--- config.mk ---
export PLATFORM = sky130hd
export DESIGN_NAME = iir_biquad_cascade_axis
export DESIGN_NICKNAME = d
export VERILOG_FILES = /design/src/rtl/iir_biquad_cascade_axis.sv
export SDC_FILE = /design/constraint.sdc
export NUM_CORES = 2
export LEC_CHECK = 0
export ABC_AREA = 1
export ABC_CLOCK_PERIOD_IN_PS = 15800
export CAP_MARGIN = 10
export CORE_ASPECT_RATIO = 1.4
export CORE_MARGIN = 5
export CORE_UTILIZATION = 40
export DETAILED_ROUTE_END_ITERATION = 6
export GPL_TIMING_DRIVEN = 1
export PLACE_DENSITY = 0.61
export SLEW_MARGIN = 25
export SYNTH_ARGS = -nofsm -noshare
export SYNTH_HDL_FRONTEND = slang
export SYNTH_SLANG_ARGS = --single-unit
--- constraint.sdc ---
create_clock -name aclk -period 15.8 [get_ports aclk]
set_input_delay 3.16 -clock aclk [delete_from_list [all_inputs] [get_ports aclk]]
set_output_delay 3.16 -clock aclk [all_outputs]
set_load 0.05 [all_outputs]
--- src/rtl/iir_biquad_cascade_axis.sv ---
// iir_biquad_cascade_axis: N-channel, M-stage cascaded IIR biquad filter.
// One time-shared MAC, AXI-Stream samples, AXI-Lite coefficients and status.
module iir_biquad_cascade_axis #(
  parameter int NUM_CH     = 2,
  parameter int NUM_STAGES = 2,
  parameter int DATA_W     = 16,
  parameter int COEF_W     = 18,
  parameter int COEF_FRAC  = 14,
  parameter int ADDR_W     = 8
) (
  input  logic                       aclk,
  input  logic                       aresetn,
  input  logic [NUM_CH*DATA_W-1:0]   s_axis_tdata,
  input  logic                       s_axis_tvalid,
  output logic                       s_axis_tready,
  input  logic                       s_axis_tlast,
  output logic [NUM_CH*DATA_W-1:0]   m_axis_tdata,
  output logic                       m_axis_tvalid,
  input  logic                       m_axis_tready,
  output logic                       m_axis_tlast,
  input  logic [ADDR_W-1:0]          s_axi_awaddr,
  input  logic                       s_axi_awvalid,
  output logic                       s_axi_awready,
  input  logic [31:0]                s_axi_wdata,
  input  logic [3:0]                 s_axi_wstrb,
  input  logic                       s_axi_wvalid,
  output logic                       s_axi_wready,
  output logic [1:0]                 s_axi_bresp,
  output logic                       s_axi_bvalid,
  input  logic                       s_axi_bready,
  input  logic [ADDR_W-1:0]          s_axi_araddr,
  input  logic                       s_axi_arvalid,
  output logic                       s_axi_arready,
  output logic [31:0]                s_axi_rdata,
  output logic [1:0]                 s_axi_rresp,
  output logic                       s_axi_rvalid,
  input  logic                       s_axi_rready
);

  localparam int NSEC   = NUM_STAGES * NUM_CH;
  localparam int PROD_W = DATA_W + COEF_W;
  localparam int ACC_W  = DATA_W + COEF_W + 3;
  localparam int SW     = (NUM_STAGES > 1) ? $clog2(NUM_STAGES) : 1;
  localparam int CW     = (NUM_CH > 1) ? $clog2(NUM_CH) : 1;
  localparam int IW     = (NSEC > 1) ? $clog2(NSEC) : 1;

  localparam logic [SW-1:0] ST_LAST = SW'(NUM_STAGES - 1);
  localparam logic [CW-1:0] CH_LAST = CW'(NUM_CH - 1);
  localparam logic signed [COEF_W-1:0] ONE =
    COEF_W'(1) << COEF_FRAC;
  localparam logic signed [ACC_W-1:0] HALF =
    ACC_W'(1) << (COEF_FRAC - 1);
  localparam logic signed [ACC_W-1:0] MAXV =
    {{(ACC_W-DATA_W+1){1'b0}}, {(DATA_W-1){1'b1}}};
  localparam logic signed [ACC_W-1:0] MINV = ~MAXV;

  typedef enum logic [1:0] {IDLE, CALC, OUT} state_t;

  state_t state;

  logic signed [COEF_W-1:0] coef [NUM_STAGES][5];
  logic signed [DATA_W-1:0] x1 [NSEC];
  logic signed [DATA_W-1:0] x2 [NSEC];
  logic signed [DATA_W-1:0] y1 [NSEC];
  logic signed [DATA_W-1:0] y2 [NSEC];
  logic signed [DATA_W-1:0] samp [NUM_CH];

  logic signed [ACC_W-1:0]  acc;
  logic signed [ACC_W-1:0]  acc_nxt;
  logic signed [ACC_W-1:0]  rnd;
  logic signed [ACC_W-1:0]  shf;
  logic signed [PROD_W-1:0] prod;
  logic signed [DATA_W-1:0] opd;
  logic signed [COEF_W-1:0] cf;
  logic signed [DATA_W-1:0] ysat;
  logic                     clip;

  logic [SW-1:0] stg;
  logic [CW-1:0] chn;
  logic [2:0]    ph;
  logic [IW-1:0] sec;
  logic          last_q;
  logic [NUM_CH*DATA_W-1:0] pack;

  logic enable;
  logic sat;
  logic busy;
  logic soft_clr;
  logic clip_now;

  assign busy = (state != IDLE);
  assign sec  = IW'(int'(stg) * NUM_CH + int'(chn));

  assign s_axis_tready = (state == IDLE) &&
    (enable || !m_axis_tvalid || m_axis_tready);

  // Operand/coefficient select for the shared multiplier
  always_comb begin
    opd = samp[chn];
    cf  = coef[stg][0];
    unique case (ph)
      3'd0: begin opd = samp[chn]; cf = coef[stg][0]; end
      3'd1: begin opd = x1[sec];   cf = coef[stg][1]; end
      3'd2: begin opd = x2[sec];   cf = coef[stg][2]; end
      3'd3: begin opd = y1[sec];   cf = coef[stg][3]; end
      3'd4: begin opd = y2[sec];   cf = coef[stg][4]; end
      default: ;
    endcase
  end

  assign prod    = opd * cf;
  assign acc_nxt = (ph > 3'd2) ? acc - ACC_W'(prod)
                               : acc + ACC_W'(prod);
  assign rnd     = acc + HALF;
  assign shf     = rnd >>> COEF_FRAC;

  always_comb begin
    ysat = shf[DATA_W-1:0];
    clip = 1'b0;
    if (shf > MAXV) begin
      ysat = {1'b0, {(DATA_W-1){1'b1}}};
      clip = 1'b1;
    end else if (shf < MINV) begin
      ysat = {1'b1, {(DATA_W-1){1'b0}}};
      clip = 1'b1;
    end
  end

  assign clip_now = (state == CALC) && (ph == 3'd5) && clip;

  always_comb begin
    pack = '0;
    for (int i = 0; i < NUM_CH; i++)
      pack[(NUM_CH-1-i)*DATA_W +: DATA_W] = samp[i];
  end

  always_ff @(posedge aclk) begin
    if (!aresetn) begin
      state         <= IDLE;
      stg           <= '0;
      chn           <= '0;
      ph            <= '0;
      acc           <= '0;
      last_q        <= 1'b0;
      m_axis_tvalid <= 1'b0;
      m_axis_tdata  <= '0;
      m_axis_tlast  <= 1'b0;
      for (int i = 0; i < NUM_CH; i++) samp[i] <= '0;
      for (int i = 0; i < NSEC; i++) begin
        x1[i] <= '0;
        x2[i] <= '0;
        y1[i] <= '0;
        y2[i] <= '0;
      end
    end else begin
      unique case (state)
        IDLE: begin
          if (m_axis_tvalid && m_axis_tready)
            m_axis_tvalid <= 1'b0;
          if (s_axis_tvalid && s_axis_tready) begin
            if (enable) begin
              for (int i = 0; i < NUM_CH; i++)
                samp[i] <= s_axis_tdata[(NUM_CH-1-i)*DATA_W +: DATA_W];
              last_q <= s_axis_tlast;
              stg    <= '0;
              chn    <= '0;
              ph     <= '0;
              acc    <= '0;
              state  <= CALC;
            end else begin
              m_axis_tdata  <= s_axis_tdata;
              m_axis_tlast  <= s_axis_tlast;
              m_axis_tvalid <= 1'b1;
            end
          end
        end
        CALC: begin
          if (ph != 3'd5) begin
            acc <= acc_nxt;
            ph  <= ph + 3'd1;
          end else begin
            x2[sec]   <= x1[sec];
            x1[sec]   <= samp[chn];
            y2[sec]   <= y1[sec];
            y1[sec]   <= ysat;
            samp[chn] <= ysat;
            acc       <= '0;
            ph        <= '0;
            if (chn == CH_LAST) begin
              chn <= '0;
              if (stg == ST_LAST) begin
                stg   <= '0;
                state <= OUT;
              end else begin
                stg <= stg + 1'b1;
              end
            end else begin
              chn <= chn + 1'b1;
            end
          end
        end
        OUT: begin
          if (!m_axis_tvalid) begin
            m_axis_tdata  <= pack;
            m_axis_tlast  <= last_q;
            m_axis_tvalid <= 1'b1;
          end else if (m_axis_tready) begin
            m_axis_tvalid <= 1'b0;
            state         <= IDLE;
          end
        end
        default: state <= IDLE;
      endcase
      if (soft_clr) begin
        for (int i = 0; i < NSEC; i++) begin
          x1[i] <= '0;
          x2[i] <= '0;
          y1[i] <= '0;
          y2[i] <= '0;
        end
      end
    end
  end

  logic [ADDR_W-1:0] aw_off;
  logic [ADDR_W-1:0] ar_off;
  logic [ADDR_W-6:0] aw_stage;
  logic [ADDR_W-6:0] ar_stage;
  logic [2:0]        aw_k;
  logic [2:0]        ar_k;
  logic aw_ctrl, aw_stat, aw_coef;
  logic ar_ctrl, ar_stat, ar_coef;
  logic hold, wr_fire;
  logic [31:0] coef_rd;
  logic [31:0] rd_mux;

  assign aw_off   = s_axi_awaddr - ADDR_W'(64);
  assign ar_off   = s_axi_araddr - ADDR_W'(64);
  assign aw_stage = aw_off[ADDR_W-1:5];
  assign ar_stage = ar_off[ADDR_W-1:5];
  assign aw_k     = aw_off[4:2];
  assign ar_k     = ar_off[4:2];

  assign aw_ctrl = (s_axi_awaddr == '0);
  assign aw_stat = (s_axi_awaddr == ADDR_W'(4));
  assign aw_coef = (s_axi_awaddr >= ADDR_W'(64)) &&
    (s_axi_awaddr[1:0] == 2'b00) && (aw_k < 3'd5) &&
    (aw_stage < (ADDR_W-5)'(NUM_STAGES));
  assign ar_ctrl = (s_axi_araddr == '0);
  assign ar_stat = (s_axi_araddr == ADDR_W'(4));
  assign ar_coef = (s_axi_araddr >= ADDR_W'(64)) &&
    (s_axi_araddr[1:0] == 2'b00) && (ar_k < 3'd5) &&
    (ar_stage < (ADDR_W-5)'(NUM_STAGES));

  // A sample accepted this cycle counts as busy for config writes
  assign hold = (aw_ctrl || aw_coef) &&
    (busy || (enable && s_axis_tvalid && s_axis_tready));
  assign wr_fire  = s_axi_awready && s_axi_awvalid && s_axi_wvalid;
  assign soft_clr = wr_fire && aw_ctrl && s_axi_wdata[1];

  assign s_axi_bresp = 2'b00;
  assign s_axi_rresp = 2'b00;

  always_comb begin
    coef_rd = '0;
    for (int s = 0; s < NUM_STAGES; s++)
      for (int k = 0; k < 5; k++)
        if (int'(ar_stage) == s && int'(ar_k) == k)
          coef_rd = 32'(coef[s][k]);
  end

  always_comb begin
    rd_mux = '0;
    unique case (1'b1)
      ar_ctrl: rd_mux = {31'd0, enable};
      ar_stat: rd_mux = {30'd0, busy, sat};
      ar_coef: rd_mux = coef_rd;
      default: rd_mux = '0;
    endcase
  end

  always_ff @(posedge aclk) begin
    if (!aresetn) begin
      s_axi_awready <= 1'b0;
      s_axi_wready  <= 1'b0;
      s_axi_bvalid  <= 1'b0;
      s_axi_arready <= 1'b0;
      s_axi_rvalid  <= 1'b0;
      s_axi_rdata   <= '0;
      enable        <= 1'b0;
      sat           <= 1'b0;
      for (int s = 0; s < NUM_STAGES; s++) begin
        coef[s][0] <= ONE;
        for (int k = 1; k < 5; k++) coef[s][k] <= '0;
      end
    end else begin
      s_axi_awready <= !s_axi_awready && s_axi_awvalid &&
        s_axi_wvalid && !s_axi_bvalid && !hold;
      s_axi_wready  <= !s_axi_awready && s_axi_awvalid &&
        s_axi_wvalid && !s_axi_bvalid && !hold;
      if (wr_fire) s_axi_bvalid <= 1'b1;
      else if (s_axi_bready) s_axi_bvalid <= 1'b0;
      if (wr_fire && aw_ctrl) enable <= s_axi_wdata[0];
      if (wr_fire && aw_stat && s_axi_wdata[0]) sat <= 1'b0;
      if (clip_now) sat <= 1'b1;
      if (wr_fire && aw_coef) begin
        for (int s = 0; s < NUM_STAGES; s++)
          for (int k = 0; k < 5; k++)
            if (int'(aw_stage) == s && int'(aw_k) == k)
              coef[s][k] <= s_axi_wdata[COEF_W-1:0];
      end
      s_axi_arready <= !s_axi_arready && s_axi_arvalid &&
        !s_axi_rvalid;
      if (s_axi_arready && s_axi_arvalid) begin
        s_axi_rvalid <= 1'b1;
        s_axi_rdata  <= rd_mux;
      end else if (s_axi_rready) begin
        s_axi_rvalid <= 1'b0;
      end
    end
  end

  logic unused;
  assign unused = ^{s_axi_wstrb, s_axi_wdata[31:COEF_W],
                    aw_off[1:0], ar_off[1:0]};

endmodule

==> summary.md <==
| Metric | Value |
|---|---|
| Yosys reg bits | 573 |
| Fill cells | 9900 |
| Setup violators final | 0 |
| Worst slew pin tran | 1.05 ns |
| Count of pins over their slew limit | 0 |
| Vias per cell | 5.35 |
| First-pass GRT wire length | 200000 um |
| Root Driver | clkbuf_16 |
| Synthesis-to-layout area growth | 11.9% |
| Relative slew slack | 29.9% |
| Multi-input gate area | 0.0211 mm2 |
| Status | complete, no violations |
| Row cnt | 138 |
| Worst ir drop on vdd | 0.000113 V |
| Routed WL | 132000 um |
| Final setup margin | 3.93 ns |
| TritonRoute pass-1 iters | 5 |
| Syn Inst Count | 4870 |
| Compound-Gate Fraction of Synth Area | 10.1% |
| Hpwl dp | 94400 um |
| Most frequent cells in the layout | nand2_1 (992), nor2_1 (801), inv_1 (736) |
| RSZ-0062 raised after global routing | false |
| I/O pins | 170 |
| Most common cell after layout, fill and taps aside | nand2_1 |
| Layout Nets | 5461 |
| Mux share of post-synthesis cell area | 0.318% |
| CTS resizes | 0 |
| Reg area | 0.0162 mm2 |
| Max-Cap Viols | 0 |
| Wire length per cell | 20.9 um |
| H-tree Lvls | 2 |
| Setup Fix Bufs, Post-CTS | 0 |
| Fin util | 45.1% |
| Min Tclk post-route | 11.87 ns |
| Initial DRC Count | 2335 |
| Setup TNS | 0 ns |
| Met3 GRT Util | 3.04% |
| Met1 usage | 26.2% |
| CP startpoint kind | flop |
| Hold Buf Count CTS | 0 |
| GPL Wtd Cong | 0.959 |
| DIE WIDTH | 280 um |
| CP Max Fanout | 37 |
| Core ar. | 0.101 mm2 |
| Slowest CP cell | inv_1 |
| Setup WS pre-CTS | 3.99 ns |
| Via count | 33800 |
| Leakage | 19.7 nW |
| GRT Max-Usage Layer | met2 |
| Avg Inst Size Synth | 8.39 um2 |
| CP arrival | 12.38 ns |
| Setup CP Type | reg -> reg |
| Number of global-route vias before repair | 34600 |
| Clock slew at reported path FFs | 0.06 ns |
| Overall Global Routing Usage | 23.7% |
| Register area share after synthesis | 39.5% |
| # DRC | 0 |
| Maximum clock path buffer count | 3 |
| Xor/xnor share of the synthesized area | 1.67% |
| Routed Antenna Nets | 0 |
| Asr flop ratio synth | 0% |
| Die footprint | 0.109 mm2 |
| Fraction of layout cells with a size suffix above 1 | 5.07% |
| Hold Fails Final Rpt | 0 |
| Main combinational cell family by area after synthesis | simple AND/OR/NAND/NOR gates |
| TritonCTS Buffers | 55 |
| Setup Skew | 0.0836 ns |
| CP required | 16.31 ns |
| Critical Path Most Common Cell | nand3_1 |
| Mapped Area | 0.0409 mm2 |
| Final Power | 6.77 mW |
| Number of buffers added on ports | 147 |
| Number of flops mapped to enable cells by yosys | 468 |
| Unique masters post-synth | 58 |
| Initial antenna violation count | 1 |
| Clock Sink Count | 573 |
| Ys flop type | edfxtp_1 |
| Tcrit/Tclk final | 75.1% |
| Power Density | 148 mW/mm2 |
| Clk_lat worst skew | 0.67 ns |
| Met2 GRT Util | 43.8% |
| ANT cells | 0 |
| Max Fclk | 84.2 MHz |
| CP max stage delay | 0.66 ns |
| HP Class | reg -> reg |
| Die H | 388 um |
| Overflow after GRT | 0 |
| YS warnings | 0 |
| Largest net degree at the start of global routing | 71 |
| CP Capture Type | flop |
| CTS tree | yes |
| Simple-gate area share of the yosys netlist | 20.9% |
| Post-Synth Adder-Cell Area | 18.3% |
| Initial Util | 40.3% |
==> worst paths after layout <==
path	startpoint	end	slack, ns	cells past startpoint
worst max-delay path	chn	acc[30]	3.93	47
worst min-delay path	s_axi_arready	s_axi_arready	0.45	1
worst max register to register	chn	acc[30]	3.93	47
worst min register to register	s_axi_arready	s_axi_arready	0.45	1
==> kinds of logic (layout without fill, tap and decap cells) <==
kind of cell,count (synthesis),after routing
compound gates,704,704
other cells,1,4
mux,13,13
buf+inv,967,1084
xor+xnor,78,78
simple gates,2111,2111
flops,573,573
fa+ha+maj,423,423
==> sequential cells by signal, summed over array words and instances, names as in the netlist, 2 cells and up, named ones only <==
register	count
coef	180
s_axi_rdata	18
state	2
x2	64
y2	64
x1	64
acc	37
y1	64
m_axis_tdata	32
samp	32
ph	3
==> metrics by stage <==
step / std cells / area (um2) / hold slack (ns)
6_report: 6320 / 45700 / 0.448
4_1_cts: 6320 / 45700 / 0.447
3_5_place_dp: 6217 / 43800 / 0.438
3_3_place_gp: 6217 / 43800 / 0.434
5_1_grt: 6320 / 45700 / 0.463
2_1_floorplan: 4873 / 40900 / 0.443
==> worst max-delay path, delay by kind of cell (launching register included) <==
kind / cells / cell delay, ns
buffers and inverters: 7 / 1.49
xor gates and xnor gates: 2 / 0.36
DFF: 1 / 0.57
AOI/OAI and AO/OA: 9 / 1.87
and+or+nand+nor: 21 / 3.50
adders and majority gates: 8 / 3.84
==> cells in the mapped netlist (34+ instances only) <==
master	instances	share of area (%)
xor2_1	54	1.2
nand3_1	140	1.7
o21ai_0	188	2.3
nand2_1	1003	9.2
a31oi_1	44	0.67
fa_1	292	14
ha_1	131	4.0
inv_1	740	6.8
nor2_1	807	7.4
edfxtp_1	468	34
o211ai_1	34	0.62
nand4_1	65	1.0
a21oi_1	287	3.5
clkbuf_1	125	1.1
dfxtp_1	105	5.1
==> final cells by class <==
cell class / count / share of cell area, %
clock inverter: 35 / 1.02
clock buffer: 68 / 3.20
multi-input combinational: 3333 / 46.2
timing repair buffer: 222 / 4.44
sequential: 573 / 35.3
inverter: 759 / 6.23
tap: 1330 / 3.64
==> power by group <==
group	switching (mW)	internal (mW)	total (mW)
logic	2.53	1.12	3.65
clock network	0.615	0.800	1.41
registers	0.0232	1.68	1.71
==> layer usage <==
metal / wire, um / vias to the layer above
li1: - / 15900
met1: 47900 / 16500
met2: 68000 / 1127
met3: 7200 / 330
met4: 8670 / 0
met5: 0 / -
No activity file was read; power rests on OpenSTA's default activity.
